**src/rtl/if_stage.sv**
```systemverilog
// Instruction-fetch stage: owns the PC, drives the combinational instruction ROM
// and registers the fetched word, its PC and a misaligned-fetch flag into IF/ID.
module if_stage #(
  parameter logic [31:0] RESET_PC = 32'h0000_0000,
  parameter logic [31:0] NOP_INST = 32'h0000_0000
) (
  input  logic        clk,
  input  logic        rst,
  input  logic [2:0]  stall_i,
  input  logic        branch_flag_i,
  input  logic [31:0] branch_target_i,
  input  logic        flush_i,
  input  logic [31:0] new_pc_i,
  output logic        rom_ce_o,
  output logic [31:0] rom_addr_o,
  input  logic [31:0] rom_data_i,
  output logic [31:0] id_pc_o,
  output logic [31:0] id_inst_o,
  output logic        id_adel_o
);

  logic        ce_reg;
  logic [31:0] pc_reg, pc_next;
  logic [31:0] id_pc_reg, id_pc_next;
  logic [31:0] id_inst_reg, id_inst_next;
  logic        id_adel_reg, id_adel_next;
  logic        misaligned;

  assign misaligned = (pc_reg[1:0] != 2'b00);

  // Flush outranks the PC stall; a branch seen during a PC stall is dropped
  // because ID re-presents it once the stall releases.
  always_comb begin
    pc_next = pc_reg;
    if (!ce_reg) begin
      pc_next = RESET_PC;
    end else if (flush_i) begin
      pc_next = new_pc_i;
    end else if (stall_i[0]) begin
      pc_next = pc_reg;
    end else if (branch_flag_i) begin
      pc_next = branch_target_i;
    end else begin
      pc_next = pc_reg + 32'd4;
    end
  end

  always_comb begin
    id_pc_next   = id_pc_reg;
    id_inst_next = id_inst_reg;
    id_adel_next = id_adel_reg;
    if (flush_i || (stall_i[1] && !stall_i[2]) || (!stall_i[1] && !ce_reg)) begin
      id_pc_next   = 32'd0;
      id_inst_next = NOP_INST;
      id_adel_next = 1'b0;
    end else if (!stall_i[1]) begin
      // A misaligned fetch never forwards ROM data; the flag is the only trace.
      id_pc_next   = pc_reg;
      id_inst_next = misaligned ? NOP_INST : rom_data_i;
      id_adel_next = misaligned;
    end
  end

  always_ff @(posedge clk) begin
    if (rst) begin
      ce_reg      <= 1'b0;
      pc_reg      <= RESET_PC;
      id_pc_reg   <= 32'd0;
      id_inst_reg <= NOP_INST;
      id_adel_reg <= 1'b0;
    end else begin
      ce_reg      <= 1'b1;
      pc_reg      <= pc_next;
      id_pc_reg   <= id_pc_next;
      id_inst_reg <= id_inst_next;
      id_adel_reg <= id_adel_next;
    end
  end

  assign rom_ce_o   = ce_reg;
  assign rom_addr_o = pc_reg;
  assign id_pc_o    = id_pc_reg;
  assign id_inst_o  = id_inst_reg;
  assign id_adel_o  = id_adel_reg;

endmodule

```
**config.mk**
```make
export PLATFORM = sky130hd
export DESIGN_NAME = if_stage
export DESIGN_NICKNAME = d
export VERILOG_FILES = /design/src/rtl/if_stage.sv
export SDC_FILE = /design/constraint.sdc
export NUM_CORES = 1
export LEC_CHECK = 0
export BUFFER_PORTS_ARGS = -buffer_cell sky130_fd_sc_hd__buf_2
export CAP_MARGIN = 10
export CORE_MARGIN = 8
export CORE_UTILIZATION = 39
export DETAILED_ROUTE_END_ITERATION = 12
export GPL_TIMING_DRIVEN = 0
export PLACE_DENSITY = 0.7
export SETUP_SLACK_MARGIN = 0.2
export SYNTH_ARGS = -nofsm -noshare
export SYNTH_HDL_FRONTEND = slang
export SYNTH_SLANG_ARGS = --single-unit
```
**constraint.sdc**
```tcl
create_clock -name clk -period 1.69 [get_ports clk]
set_input_delay 0.169 -clock clk [delete_from_list [all_inputs] [get_ports clk]]
set_output_delay 0.169 -clock clk [all_outputs]
set_load 0.01 [all_outputs]
```
==> run_results.csv <==
group,metric,value,unit
worst_setup_path,startpoint_type,"flop",
place,routabilityCongestion,0.8774,
logic_synthesis,synthArstFlopShare,0,%
global_route,grt_max_degree,17,
floorplanning,ioPinCount,201,
clock_tree,holdBufCountCts,0,
routing,num_vias,5325,
logic_synthesis,synth_fa_ha_area_share,0.2680,%
routing,drtIter0Drc,520,
worst_setup_path,cp.required,1.92,ns
min_path,min_path_cells,3,
pwr,irDropWorstVdd,0.3675,mV
place,hpwl,13310,um
logic_synthesis,synth_warnings,0,
floorplanning,start_util,39.37,%
logic_synthesis,synth_edf_count,0,
clock_tree,cts_tree,"yes",
final_layout,layout.nets,910,
place,port_buffers,199,
timing,fin_hold_ws,0.03800,ns
routing,wl_per_cell,19.59,um
pwr,cellInternalPower,3.971,mW
timing,worstMarginPinSlew,0.7440,ns
logic_synthesis,syn_inst,549,
worst_setup_path,worstPathMaxFanout,7,
clock_tree,cts.htree.levels,3,
global_route,first_global_vias,5328,
flow_run,max_cap_violations,0,
timing,fmaxAchievable,601.5,MHz
outcome,status,"complete, no violations",
min_path,hold_start,"branch_target_i[18]",
pwr,power_frac_clock,41.0,%
final_layout,drive_above_1_share,44.64,%
min_path,hp-class,"in -> reg",
floorplanning,core,11860,um^2
worst_setup_path,worstRegToRegCells,6,
global_route,antenna_found_initial,0,
logic_synthesis,syn_area,4669,um^2
global_route,grt_first_pass_wirelength,28020,um
logic_synthesis,syn_nets,653,
timing,fin_setup_tns,0,ns
worst_setup_path,cp_data_arrival_time,1.90,ns
logic_synthesis,ys.flop_type,"dfxtp_1",
worst_setup_path,critical_path.max_stage_delay,0.36,ns
routing,firstDrtPassIters,5,
clock_tree,path_clk_slew,0.08,ns
global_route,track_usage,22.25,%
logic_synthesis,ys_ff_latch,98,
final_layout,fin_util,59.14,%
worst_setup_path,cp_slowest_cell,"dfxtp_1",
routing,finalWirelength,18760,um
worst_setup_path,reg2reg_slack,0.03,ns
pwr,p_per_area,771.2,nW/um^2
logic_synthesis,synth_top_family_by_area,"simple AND/OR/NAND/NOR gates",
pwr,combPwrFrac,14.5,%
worst_setup_path,worstSetupPathType,"reg -> reg",
floorplanning,die_h,125.4,um
worst_setup_path,endpoint_kind,"flop",
timing,rsz0062_at_grt,"true",
worst_setup_path,worstReg2RegEnd,"rom_addr_o[29]",
timing,hold_viol_final,0,
worst_setup_path,r2r_start,"rom_addr_o[10]",
logic_synthesis,ys_seq_area_share,42.02,%
pwr,switchingPower,1.438,mW
clock_tree,cts_root_buffer,"clkbuf_16",
routing,viasPerCell,5.558,
routing,drc,0,
final_layout,diodes,0,
logic_synthesis,synth_cell_types,53,
final_layout,fillers,1029,
timing,finalSetupViolations,0,
min_path,hold_end,"rom_addr_o[18]",
pwr,swShare,26.58,%
global_route,grt-ovfl-total,0,
logic_synthesis,syn_area_per_cell,8.505,um^2
logic_synthesis,synth_compound_area_share,18.76,%
timing,finalClockSkew,0.01216,ns
timing,max_slew_margin,50.40,%
floorplanning,die_w,125.4,um
clock_tree,insertion_delay,0.36,ns
final_layout,area_growth,50.21,%
logic_synthesis,synthMuxAreaShare,9.271,%
routing,ant_nets,0,
pwr,p_leak,3.311,nW
timing,maxSlewViolCount,0,
floorplanning,rows,40,
timing,fin_crit_sh,98.38,%
pwr,sequentialPowerShare,44.5,%
clock_tree,cts_buffers,9,
clock_tree,cts.sinks,98,
floorplanning,die-area,15730,um^2
timing,period_needed,1.663,ns
logic_synthesis,yosys.area_share.simple,22.13,%
clock_tree,ctsLongestPathBuffers,2,
logic_synthesis,synthXorXnorAreaFrac,2.814,%
worst_setup_path,cp_cell_sequence,"clkbuf_4, nand4_4, buf_12, nor3_4, nor4bb_2, nor3_1",
## cells by family (layout without fill, tap and decap cells)
logic type                 after synthesis  count (layout)
xor gates and xnor gates                15              15
DFF                                     98              98
AOI/OAI and AO/OA                      135             135
buffers and inverters                   53             315
adders and majority gates                1               1
muxes                                   43              43
and+or+nand+nor                        204             204
## sequential cells by signal (all words and copies together), names as in the netlist
signal	count
id_inst_o	32
id_pc_o	32
rom_addr_o	32
id_adel_o	1
rom_ce_o	1
## critical path: cells and delay by family, from the launching register on
family	cells	cell delay, ns
buf+inv	2	0.45
flops	1	0.36
simple gates	4	0.73
## cells in the final DEF (no fill, tap or decap), types with 12 or more instances in the layout
master,netlist,layout
dfxtp_1,98,78
a21oi_1,25,24
o21ai_0,28,28
clkbuf_2,0,12
dfxtp_4,0,16
buf_4,0,40
nor2_1,85,79
mux2i_1,41,41
buf_2,6,208
clkbuf_1,31,16
nand2_1,43,39
a22oi_1,40,40
## stage by stage
stage               total power [mW]  instance area [um^2]  setup WS, ns  std cells
global route                   5.596                  7014      -0.03494        958
global placement               3.132                  5964       -0.4270        895
floorplan                      2.831                  4785        0.1247        549
finish                         5.409                  7014       0.02744        958
CTS                            5.377                  6649       0.06209        937
detailed placement             3.148                  5964       -0.4611        895
## worst max path at each step
stage | startpoint | endpoint | cells past startpoint
finish | rom_addr_o[10] | rom_addr_o[29] | 6
global route | rom_addr_o[10] | rom_addr_o[25] | 6
CTS | rom_addr_o[9] | rom_addr_o[31] | 6
detailed placement | stall_i[1] | id_pc_o[21] | 6
global placement | stall_i[0] | rom_addr_o[18] | 5
floorplan | rom_addr_o[20] | rom_addr_o[24] | 6
## synthesized netlist by cell type (2+ instances only)
cell	instances	area (um^2)
nand2_1	43	161.4
nor2_1	85	319.1
and2_1	3	18.77
buf_1	7	26.28
a31oi_1	3	18.77
nor3b_1	3	22.52
nand2b_1	4	25.02
and3_1	6	37.54
and4_1	4	35.03
clkbuf_1	31	116.4
a211oi_1	7	52.55
or3_1	4	25.02
inv_1	7	26.28
o22ai_1	5	31.28
a32o_1	2	20.02
dfxtp_1	98	1962
nor4_2	2	25.02
xnor2_1	14	122.6
nand4_1	6	37.54
mux2_2	2	22.52
a21oi_1	25	125.1
o211a_1	2	20.02
buf_6	2	22.52
nand3b_1	2	15.01
o21a_1	3	22.52
nand4_4	2	42.54
o21ai_1	8	40.04
mux2i_1	41	410.4
buf_2	6	30.03
nor3_4	2	32.53
nor3_1	16	80.08
nand3_1	10	50.05
a22oi_1	40	300.3
o21ai_0	28	140.1
o311a_1	3	30.03
nor4_1	3	18.77
nor2b_1	4	25.02
## routing by layer
layer	global-route usage, %	share of wire (%)
met1	24.97	40
met2	36.75	46
met3	7.947	11
met4	10.89	2.9
met5	0	0
## final cells by class
class	count	area, um^2	area share (%)
Buffer	46	264.0	3.764
Clock buffer	11	264.0	3.764
Clock inverter	5	57.56	0.8205
Inverter	7	26.28	0.3746
Multi-Input combinational cell	398	2771	39.51
Sequential cell	98	2027	28.90
Tap cell	147	183.9	2.622
Timing Repair Buffer	246	1420	20.25
## power groups by stage
stage	Clock (mW)	Sequential (mW)	Combinational, mW
after floorplan	0	2.48	0.348
after global placement	0	2.47	0.660
after detailed placement	0	2.48	0.672
after CTS	2.25	2.41	0.722
after global routing	2.34	2.41	0.843
final	2.22	2.41	0.783
## timing repair
item,4_1_cts,5_1_grt
resized for setup,40,60
gates cloned,1,0
setup endpoints to repair,76,63
pin swaps,26,33
setup buffers,25,21
Power figures use the tool's default switching activity.
